**config.mk**
```make
export PLATFORM = sky130hd
export DESIGN_NAME = adc_i2c_read_fsm
export DESIGN_NICKNAME = d
export VERILOG_FILES = /design/src/rtl/adc_read_pkg.sv /design/src/rtl/delay_counter.sv /design/src/rtl/adc_i2c_read_fsm.sv
export SDC_FILE = /design/constraint.sdc
export NUM_CORES = 1
export LEC_CHECK = 0
export CAP_MARGIN = 10
export CORE_UTILIZATION = 50
export DETAILED_ROUTE_END_ITERATION = 10
export PLACE_DENSITY_LB_ADDON = 0.08
export SYNTH_ARGS = -nofsm -noshare
export SYNTH_HDL_FRONTEND = slang
export SYNTH_HIERARCHICAL = 1
export SYNTH_SLANG_ARGS = --single-unit
```
**constraint.sdc**
```tcl
create_clock -name clk -period 4.75 [get_ports clk]
set_input_delay 1.425 -clock clk [delete_from_list [all_inputs] [get_ports clk]]
set_output_delay 1.425 -clock clk [all_outputs]
set_load 0.005 [all_outputs]
```
**src/rtl/adc_read_pkg.sv**
```systemverilog
// ============================================================================
// Package     : adc_read_pkg
// Description : State encodings, ADS1115 pointer values and default settings
//               shared by the ADC read sequencer.
// Revision    : 1.0 - initial release
// ============================================================================
`default_nettype none

package adc_read_pkg;

  typedef logic [2:0] state_t;

  localparam state_t ST_CFG_START  = 3'd0;
  localparam state_t ST_CFG_WAIT   = 3'd1;
  localparam state_t ST_PTR_START  = 3'd2;
  localparam state_t ST_PTR_WAIT   = 3'd3;
  localparam state_t ST_CONV_DELAY = 3'd4;
  localparam state_t ST_RD_START   = 3'd5;
  localparam state_t ST_RD_WAIT    = 3'd6;

  localparam logic [7:0] PTR_CONV = 8'h00;
  localparam logic [7:0] PTR_CFG  = 8'h01;

  localparam logic [6:0]  DEFAULT_SLAVE_ADDR       = 7'h48;
  localparam logic [15:0] DEFAULT_CONFIG_WORD      = 16'h8483;
  localparam int          DEFAULT_CONV_WAIT_CYCLES = 1_000_000;

endpackage

`default_nettype wire

```
**src/rtl/delay_counter.sv**
```systemverilog
// ============================================================================
// Module      : delay_counter
// Description : Loadable down-counter with a zero flag; load wins over dec.
// Revision    : 1.0 - initial release
// ============================================================================
`default_nettype none

module delay_counter #(
  parameter int WIDTH = 8
) (
  input  logic             clk,
  input  logic             reset,
  input  logic             load,
  input  logic [WIDTH-1:0] load_value,
  input  logic             dec,
  output logic             zero
);

  logic [WIDTH-1:0] count_q;
  logic [WIDTH-1:0] count_d;

  always_comb begin
    count_d = count_q;
    if (load) begin
      count_d = load_value;
    end else if (dec && (count_q != '0)) begin
      count_d = count_q - WIDTH'(1);
    end
  end

  always_ff @(posedge clk) begin
    if (reset) begin
      count_q <= '0;
    end else begin
      count_q <= count_d;
    end
  end

  assign zero = (count_q == '0);

endmodule

`default_nettype wire

```
**src/rtl/adc_i2c_read_fsm.sv**
```systemverilog
// ============================================================================
// Module      : adc_i2c_read_fsm
// Description : Configures an ADS1115-class ADC over a byte-oriented I2C master
//               and then reads one signed 16-bit conversion per period.
// Revision    : 1.0 - initial release
// ============================================================================
`default_nettype none

module adc_i2c_read_fsm
  import adc_read_pkg::*;
#(
  parameter int          MAX_BYTES_PER_TRANSACTION = 3,
  parameter logic [6:0]  SLAVE_ADDR                = DEFAULT_SLAVE_ADDR,
  parameter logic [15:0] CONFIG_WORD               = DEFAULT_CONFIG_WORD,
  parameter int          CONV_WAIT_CYCLES          = DEFAULT_CONV_WAIT_CYCLES
) (
  input  logic                                         clk,
  input  logic                                         reset,
  input  logic                                         i2c_transaction_done,
  input  logic [7:0]                                   i2c_master_dout [0:MAX_BYTES_PER_TRANSACTION-1],
  output logic                                         i2c_transaction_start,
  output logic                                         i2c_transaction_rd_nwr,
  output logic [6:0]                                   i2c_transaction_slave_addr,
  output logic [7:0]                                   i2c_master_din [0:MAX_BYTES_PER_TRANSACTION-1],
  output logic [$clog2(MAX_BYTES_PER_TRANSACTION+1)-1:0] i2c_transaction_bytes_num,
  output logic [15:0]                                  adc_sample,
  output logic                                         adc_sample_valid
);

  localparam int N     = MAX_BYTES_PER_TRANSACTION;
  localparam int BW    = $clog2(N + 1);
  localparam int CNT_W = (CONV_WAIT_CYCLES > 1) ? $clog2(CONV_WAIT_CYCLES) : 1;
  localparam logic [CNT_W-1:0] RELOAD = CNT_W'(CONV_WAIT_CYCLES - 1);

  if (N < 3) begin : g_bad_max_bytes
    $error("adc_i2c_read_fsm: MAX_BYTES_PER_TRANSACTION must be >= 3");
  end
  if (CONV_WAIT_CYCLES < 1) begin : g_bad_conv_wait
    $error("adc_i2c_read_fsm: CONV_WAIT_CYCLES must be >= 1");
  end

  state_t          state_q, state_d;
  logic            start_q, start_d;
  logic            rd_nwr_q, rd_nwr_d;
  logic [6:0]      addr_q, addr_d;
  logic [7:0]      din_q [0:N-1];
  logic [7:0]      din_d [0:N-1];
  logic [BW-1:0]   bytes_q, bytes_d;
  logic [15:0]     sample_q, sample_d;
  logic            valid_q, valid_d;
  logic            cnt_load;
  logic            cnt_dec;
  logic            cnt_zero;
  logic [7:0]      dout_unused_xor;

  delay_counter #(
    .WIDTH (CNT_W)
  ) u_delay_counter (
    .clk        (clk),
    .reset      (reset),
    .load       (cnt_load),
    .load_value (RELOAD),
    .dec        (cnt_dec),
    .zero       (cnt_zero)
  );

  // Outputs are computed from the current state and registered, so start is
  // visible during the cycle after a *_START state (i.e. while in *_WAIT).
  always_comb begin
    state_d  = state_q;
    start_d  = 1'b0;
    rd_nwr_d = rd_nwr_q;
    addr_d   = addr_q;
    din_d    = din_q;
    bytes_d  = bytes_q;
    sample_d = sample_q;
    valid_d  = 1'b0;
    cnt_load = 1'b0;
    cnt_dec  = 1'b0;

    case (state_q)
      ST_CFG_START: begin
        start_d  = 1'b1;
        rd_nwr_d = 1'b0;
        addr_d   = SLAVE_ADDR;
        bytes_d  = BW'(3);
        for (int i = 0; i < N; i++) din_d[i] = 8'h00;
        din_d[0] = PTR_CFG;
        din_d[1] = CONFIG_WORD[15:8];
        din_d[2] = CONFIG_WORD[7:0];
        state_d  = ST_CFG_WAIT;
      end
      ST_CFG_WAIT: begin
        if (i2c_transaction_done) state_d = ST_PTR_START;
      end
      ST_PTR_START: begin
        start_d  = 1'b1;
        rd_nwr_d = 1'b0;
        addr_d   = SLAVE_ADDR;
        bytes_d  = BW'(1);
        for (int i = 0; i < N; i++) din_d[i] = 8'h00;
        din_d[0] = PTR_CONV;
        state_d  = ST_PTR_WAIT;
      end
      ST_PTR_WAIT: begin
        if (i2c_transaction_done) begin
          cnt_load = 1'b1;
          state_d  = ST_CONV_DELAY;
        end
      end
      ST_CONV_DELAY: begin
        if (cnt_zero) state_d = ST_RD_START;
        else          cnt_dec = 1'b1;
      end
      ST_RD_START: begin
        start_d  = 1'b1;
        rd_nwr_d = 1'b1;
        addr_d   = SLAVE_ADDR;
        bytes_d  = BW'(2);
        for (int i = 0; i < N; i++) din_d[i] = 8'h00;
        state_d  = ST_RD_WAIT;
      end
      ST_RD_WAIT: begin
        if (i2c_transaction_done) begin
          sample_d = {i2c_master_dout[0], i2c_master_dout[1]};
          valid_d  = 1'b1;
          cnt_load = 1'b1;
          state_d  = ST_CONV_DELAY;
        end
      end
      default: state_d = ST_CFG_START;
    endcase
  end

  always_ff @(posedge clk) begin
    if (reset) begin
      state_q  <= ST_CFG_START;
      start_q  <= 1'b0;
      rd_nwr_q <= 1'b0;
      addr_q   <= 7'h00;
      for (int i = 0; i < N; i++) din_q[i] <= 8'h00;
      bytes_q  <= '0;
      sample_q <= 16'h0000;
      valid_q  <= 1'b0;
    end else begin
      state_q  <= state_d;
      start_q  <= start_d;
      rd_nwr_q <= rd_nwr_d;
      addr_q   <= addr_d;
      din_q    <= din_d;
      bytes_q  <= bytes_d;
      sample_q <= sample_d;
      valid_q  <= valid_d;
    end
  end

  // Only the first two received bytes carry the conversion result.
  always_comb begin
    dout_unused_xor = 8'h00;
    for (int i = 2; i < N; i++) dout_unused_xor = dout_unused_xor ^ i2c_master_dout[i];
  end

  assign i2c_transaction_start      = start_q;
  assign i2c_transaction_rd_nwr     = rd_nwr_q;
  assign i2c_transaction_slave_addr = addr_q;
  assign i2c_master_din             = din_q;
  assign i2c_transaction_bytes_num  = bytes_q;
  assign adc_sample                 = sample_q;
  assign adc_sample_valid           = valid_q;

endmodule

`default_nettype wire

```
==> impl_metrics.json, run 1 <==
{
  "timing.rr.start": "u_delay_counter/count_q[0]$_SDFFE_PP0P_",
  "rsz0062_at_grt": "no",
  "clkTransAtPathRegs_ns": 0.09,
  "clkSinkCount": 46,
  "p_comb_frac": 0.158,
  "arrival_ns": 3.41,
  "grt_pass1_wl_um": 8066,
  "diodes": 0,
  "die_area_mm2": 0.005328,
  "hold_start": "adc_sample[12]$_SDFFE_PP0P_",
  "path_max_fanout": 34,
  "p_leak_nw": 1.105,
  "r2r_slack_ns": 1.60,
  "routed_wl_um": 4865,
  "drt_iter0_drc": 145,
  "synth_top_cell_area_share": 0.3654,
  "fill_cells": 427,
  "cap_viol_max_count": 0,
  "first_global_vias": 1721,
  "reg2regPathDepth": 12,
  "grt-ovfl-total": 0,
  "syn_area_per_cell_um2": 8.456,
  "whs_endpoint": "adc_sample[12]$_SDFFE_PP0P_",
  "die_width_um": 72.99,
  "yosysUniqueCellTypes": 56,
  "tns_ns": 0,
  "cts_resized": 0,
  "hold_violations": 0,
  "required_ns": 4.93,
  "area_growth_pct": 19.86,
  "cts_tree": "done",
  "min_period_ns": 3.224,
  "cts_max_level": 2,
  "hpwlAfterDp_um": 3283,
  "dr.pass1.iters": 4,
  "sw_frac_of_total": 0.2617,
  "yosys_warnings": 6,
  "power.density_mw_per_mm2": 276.6,
  "wl_per_cell_um": 11.69,
  "syn_area_mm2": 0.002520,
  "dieHeight_um": 72.99,
  "synth-edff-count": 0,
  "nets": 377,
  "p_int_mw": 0.6169,
  "clk_latency_ns": 0.30,
  "cts_hold_buf": 0,
  "min_period_over_period": 0.6787,
  "coreArea_mm2": 0.004786,
  "yosys-top-cells-count": "dfxtp_1 (46), nand2_1 (36), buf_4 (29)",
  "timing.final.ws_setup_ns": 1.526,
  "row_count": 25,
  "seq_area_frac_synth": 0.3654,
  "crit_path_end_kind": "flip-flop",
  "drc": 0,
  "antenna_found_initial": 0,
  "seq_power_share": 0.492,
  "start_kind": "input pin",
  "viasPerCell": 4.873,
  "r2r-end": "u_delay_counter/count_q[10]$_SDFFE_PP0P_",
  "post-place-ws_ns": 1.233,
  "hp-class": "reg2reg",
  "place.gp.congestion": 0.8044,
  "p_switching_mw": 0.2186,
  "clkPwrFrac": 0.350,
  "hold_depth": 2,
  "relSlewSlack": 0.3517,
  "numCtsBuffers": 5,
  "start_util": 0.5265,
  "yosysTopAreaCell": "dfxtp_1",
  "fmax_mhz": 310.2,
  "ios": 79,
  "async_reset_ff_frac": 0,
  "peakVddDrop_uv": 182.8,
  "netlist_instances": 298,
  "clock_tree.root_cell": "clkbuf_8",
  "clockBufferDepth": 2,
  "netlist_top_cells_area": "dfxtp_1 (37%), buf_4 (8.6%), nand2_1 (5.4%)",
  "post_cts_buffers": 0,
  "vias": 2027,
  "synth_flop_cell": "dfxtp_1",
  "worstMarginPinSlew_ns": 0.9725,
  "setup_viol": 0,
  "drv_slew": 0,
  "synth_seq_cells": 46,
  "grt_max_degree": 47,
  "drive_gt1_frac": 0.1089,
  "yosysMostFrequentCell": "dfxtp_1",
  "status": "finished, final reports clean",
  "antenna_left": 0,
  "criticalPathCategory": "in2reg",
  "fin_worst_skew_ns": 0.004958,
  "portBuffers": 47,
  "grtUsageTotal": 0.1940
}
-- per-stage QoR --
step	util	total power, mW	instances	cell area (um2)	hold WS (ns)
2_1_floorplan	-	0.5223	339	2674	0.4527
3_3_place_gp	0.6084	0.5503	408	2912	0.4421
3_5_place_dp	0.6084	0.5519	408	2912	0.4489
4_1_cts	0.6311	0.8445	416	3020	0.4613
5_1_grt	0.6311	0.8717	416	3020	0.4970
6_report	0.6311	0.8355	416	3020	0.4612
-- critical path, cell delays in order --
cell	delay [ns]
clkdlybuf4s50_1	0.58
and3_1	0.43
inv_2	0.33
and4b_1	0.29
a2111oi_0	0.35
-- state kept, by name, summed over array words and instances, names as in the netlist --
| name | count |
|---|---|
| i2c_transaction_bytes_num | 2 |
| u_delay_counter/count_q | 20 |
| i2c_transaction_slave_addr | 1 |
| state_q | 3 |
| adc_sample_valid | 1 |
| i2c_master_din | 1 |
| i2c_transaction_start | 1 |
| adc_sample | 16 |
| i2c_transaction_rd_nwr | 1 |
-- power by group through the flow --
stage | logic, mW | clock network, mW | registers (mW)
after floorplan | 0.108 | 0 | 0.415
after global placement | 0.130 | 0 | 0.420
after detailed placement | 0.131 | 0 | 0.420
after CTS | 0.132 | 0.301 | 0.411
after global routing | 0.144 | 0.313 | 0.414
final | 0.132 | 0.292 | 0.411
-- cell usage in the layout (no fill, tap or decap), types with 3 or more instances in the layout --
cell type / instances
nand2b_1: 3
inv_1: 8
a21oi_1: 22
clkbuf_8: 5
nand2_2: 4
a211oi_1: 16
nand4b_1: 3
nor2_1: 24
clkdlybuf4s50_1: 46
nand2_1: 36
dfxtp_1: 46
a21oi_2: 10
or3_1: 4
xnor2_1: 13
nor3_1: 12
buf_4: 3
conb_1: 43
-- routing by layer --
metal	vias to the layer above	GRT usage	routed length, um
met5	-	0	0
met4	0	0.07190	62
met3	6	0.04558	213
met2	51	0.2870	2123
met1	909	0.2729	2465
li1	1061	-	-
-- worst max-delay path by stage --
stage                                                       start                                       end  slack (ns)  depth (start not counted)
after global routing      u_delay_counter/count_q[0]$_SDFFE_PP0P_  u_delay_counter/count_q[10]$_SDFFE_PP0P_        1.29                         12
after CTS                                    i2c_transaction_done   u_delay_counter/count_q[8]$_SDFFE_PP0P_        1.55                          5
after detailed placement                     i2c_transaction_done   u_delay_counter/count_q[8]$_SDFFE_PP0P_        1.23                          5
after floorplan           u_delay_counter/count_q[0]$_SDFFE_PP0P_  u_delay_counter/count_q[10]$_SDFFE_PP0P_        1.62                         13
final                                        i2c_transaction_done   u_delay_counter/count_q[8]$_SDFFE_PP0P_        1.53                          5
after global placement                       i2c_transaction_done   u_delay_counter/count_q[8]$_SDFFE_PP0P_        1.27                          5
-- area by class of cell --
class	count	area, um2	share of cell area
tap	67	83.83	0.02775
timing repair buffer	50	488.0	0.1616
clock buffer	5	68.82	0.02278
multi-input combinational	236	1385	0.4586
inverter	9	33.78	0.01118
clock inverter	3	40.04	0.01326
sequential	46	920.9	0.3049
-- cell families after synthesis --
logic type,Yosys count,share of synthesized area
multiplexers,2,0.007945
AND/OR/NAND/NOR,109,0.2339
AO/OA/AOI/OAI,66,0.1852
other,2,0.002980
adder cells (fa/ha/maj),2,0.009929
flip-flops,46,0.3654
buffers and inverters,57,0.1460
XOR/XNOR,14,0.04866
Note: power is estimated with default switching activity, not from simulation.
==> inputs of run 2 (changes only) <==
--- a/config.mk
+++ b/config.mk
@@ -6,7 +6,7 @@
 export NUM_CORES = 1
 export LEC_CHECK = 0
 export CAP_MARGIN = 10
-export CORE_UTILIZATION = 50
+export CORE_UTILIZATION = 47
 export DETAILED_ROUTE_END_ITERATION = 10
 export PLACE_DENSITY_LB_ADDON = 0.08
 export SYNTH_ARGS = -nofsm -noshare
==> constraint.sdc (replaced) <==
create_clock -name clk -period 3.15 [get_ports clk]
set_input_delay 0.945 -clock clk [delete_from_list [all_inputs] [get_ports clk]]
set_output_delay 0.945 -clock clk [all_outputs]
set_load 0.005 [all_outputs]
==> run 2 against run 1 <==
  * Setup slack got worse by 1.2 ns
  * Via count rose by 3.6%
  * Critical path type is now reg2reg
  * Wire length rose by 0.43%
==> impl_metrics.json, run 2 (same netlist as run 1, synthesis figures left out) <==
{
  "critPathSlowestCell": "or4b_2",
  "wl_met1_um": 2422,
  "power_mw": 1.193,
  "drt_iter0_drc": 88,
  "min_period_over_period": 0.9017,
  "hold_violations": 0,
  "crit_chain": "inv_1 > ha_1 > or4b_2 > nor3_1 > and2_1 > nor3_1 > nand2_1 > or3_1 > a211oi_1 > buf_4 > and4b_1 > a2111oi_0",
  "drive_gt1_frac": 0.1361,
  "clk_latency_ns": 0.30,
  "viasPerCell": 4.884,
  "power.density_mw_per_mm2": 386.3,
  "wl_per_cell_um": 11.36,
  "setup_viol": 0,
  "antenna_left": 0,
  "dr.pass1.iters": 4,
  "timing.rr.start": "u_delay_counter/count_q[0]$_SDFFE_PP0P_",
  "routed_wl_um": 4886,
  "drc": 0,
  "cts_hold_buf": 0,
  "row_count": 26,
  "routed-wl-met3_um": 244,
  "reg2regPathDepth": 12,
  "wl_met2_um": 2169,
  "post-place-ws_ns": 0.2978,
  "layout_common_cells": "dfxtp_1 (46), clkdlybuf4s50_1 (46), conb_1 (43)",
  "placed_cells": 422,
  "grtUsageTotal": 0.1834,
  "min_period_ns": 2.840,
  "cts_max_level": 2,
  "fmax_mhz": 352.1,
  "crit_path_frequent_cell": "nor3_1",
  "cap_viol_max_count": 0,
  "grt_pass1_wl_um": 7900,
  "p_leak_nw": 1.145,
  "hold_depth": 2,
  "ios": 79,
  "fin_worst_skew_ns": 0.004844,
  "peakVddDrop_uv": 169.6,
  "largest_reg_flops": 20,
  "clkTransAtPathRegs_ns": 0.09,
  "r2r-end": "u_delay_counter/count_q[8]$_SDFFE_PP0P_",
  "hpwlAfterDp_um": 3422,
  "post_cts_buffers": 0,
  "clock_tree.root_cell": "clkbuf_8",
  "final_cells": 430,
  "area_growth_pct": 22.54,
  "timing.final.ws_setup_ns": 0.3098,
  "clockBufferDepth": 2,
  "die_width_um": 75.22,
  "vias": 2100,
  "critPathLaunch": "u_delay_counter/count_q[0]$_SDFFE_PP0P_",
  "rsz0062_at_grt": "no",
  "start_util": 0.4903,
  "coreArea_mm2": 0.005140,
  "clkSinkCount": 46,
  "grt_max_degree": 38,
  "criticalPathCategory": "reg2reg",
  "highest_layer": "met4",
  "tns_ns": 0,
  "die_area_mm2": 0.005658,
  "place.gp.congestion": 0.7303,
  "fill_cells": 491,
  "relSlewSlack": 0.5296,
  "path_max_fanout": 5,
  "diodes": 0,
  "cts_resized": 0,
  "largest-register": "u_delay_counter/count_q",
  "drv_slew": 0,
  "first_global_vias": 1719,
  "arrival_ns": 3.04,
  "whs_endpoint": "adc_sample[13]$_SDFFE_PP0P_",
  "hp-class": "reg2reg",
  "dieHeight_um": 75.22,
  "grt-ovfl-total": 0,
  "crit_path_end_kind": "flip-flop",
  "portBuffers": 47,
  "cts_tree": "done",
  "antenna_found_initial": 0,
  "nets": 388,
  "hold_start": "adc_sample[13]$_SDFFE_PP0P_",
  "worstMarginPinSlew_ns": 0.7056,
  "max_stage_delay_ns": 0.64,
  "numCtsBuffers": 5,
  "start_kind": "flip-flop",
  "r2r_slack_ns": 0.31,
  "status": "finished, final reports clean",
  "required_ns": 3.35
}
## run 2: worst max path at each step
stage | endpoint | slack (ns) | depth (start not counted)
after floorplan | u_delay_counter/count_q[10]$_SDFFE_PP0P_ | 0.02 | 13
after global placement | u_delay_counter/count_q[8]$_SDFFE_PP0P_ | 0.35 | 12
after detailed placement | u_delay_counter/count_q[10]$_SDFFE_PP0P_ | 0.30 | 12
after CTS | u_delay_counter/count_q[8]$_SDFFE_PP0P_ | 0.28 | 12
after global routing | u_delay_counter/count_q[10]$_SDFFE_PP0P_ | 0.04 | 12
final | u_delay_counter/count_q[8]$_SDFFE_PP0P_ | 0.31 | 12
## run 2: per-stage QoR
| stage | hold slack, ns | cell area (um2) | util |
|---|---|---|---|
| 3_3_place_gp | 0.4406 | 2998 | 0.5833 |
| 5_1_grt | 0.4835 | 3088 | 0.6008 |
| 6_report | 0.4620 | 3088 | 0.6008 |
| 3_5_place_dp | 0.4491 | 2998 | 0.5833 |
| 4_1_cts | 0.4624 | 3088 | 0.6008 |
| 2_1_floorplan | 0.4527 | 2674 | - |
## run 2: report_power, final
part           internal (mW)  total [mW]  switching [mW]
registers              0.599       0.619          0.0208
logic                  0.105       0.209           0.104
clock network          0.156       0.365           0.209
## run 2: worst max-delay path: cells and delay by family, from the launching register on
| family | cells | cell delay [ns] |
|---|---|---|
| AND/OR/NAND/NOR | 7 | 1.60 |
| flip-flops | 1 | 0.36 |
| adder cells (fa/ha/maj) | 1 | 0.15 |
| buffers and inverters | 2 | 0.25 |
| AO/OA/AOI/OAI | 2 | 0.37 |
## run 2: cell type report
class / instances / area, um2 / area share
Clock inverter: 3 / 21.27 / 0.006888
Inverter: 9 / 33.78 / 0.01094
Multi-Input combinational cell: 236 / 1385 / 0.4485
Sequential cell: 46 / 920.9 / 0.2982
Tap cell: 70 / 87.58 / 0.02836
Timing Repair Buffer: 61 / 570.5 / 0.1848
Clock buffer: 5 / 68.82 / 0.02229
## run 2: layer usage
metal | vias to the layer above | track usage
met2 | 62 | 0.2953
met3 | 6 | 0.04953
li1 | 1081 | -
met1 | 951 | 0.2408
met4 | 0 | 0.05556
met5 | - | 0
==> inputs of run 3 (changes only) <==
--- a/config.mk
+++ b/config.mk
@@ -7,6 +7,7 @@
 export LEC_CHECK = 0
 export CAP_MARGIN = 10
 export CORE_UTILIZATION = 47
+export CTS_CLUSTER_SIZE = 20
 export DETAILED_ROUTE_END_ITERATION = 10
 export PLACE_DENSITY_LB_ADDON = 0.08
 export SYNTH_ARGS = -nofsm -noshare
==> results of run 3 <==
Final layout, timing and power as in run 2 (identical DEF).
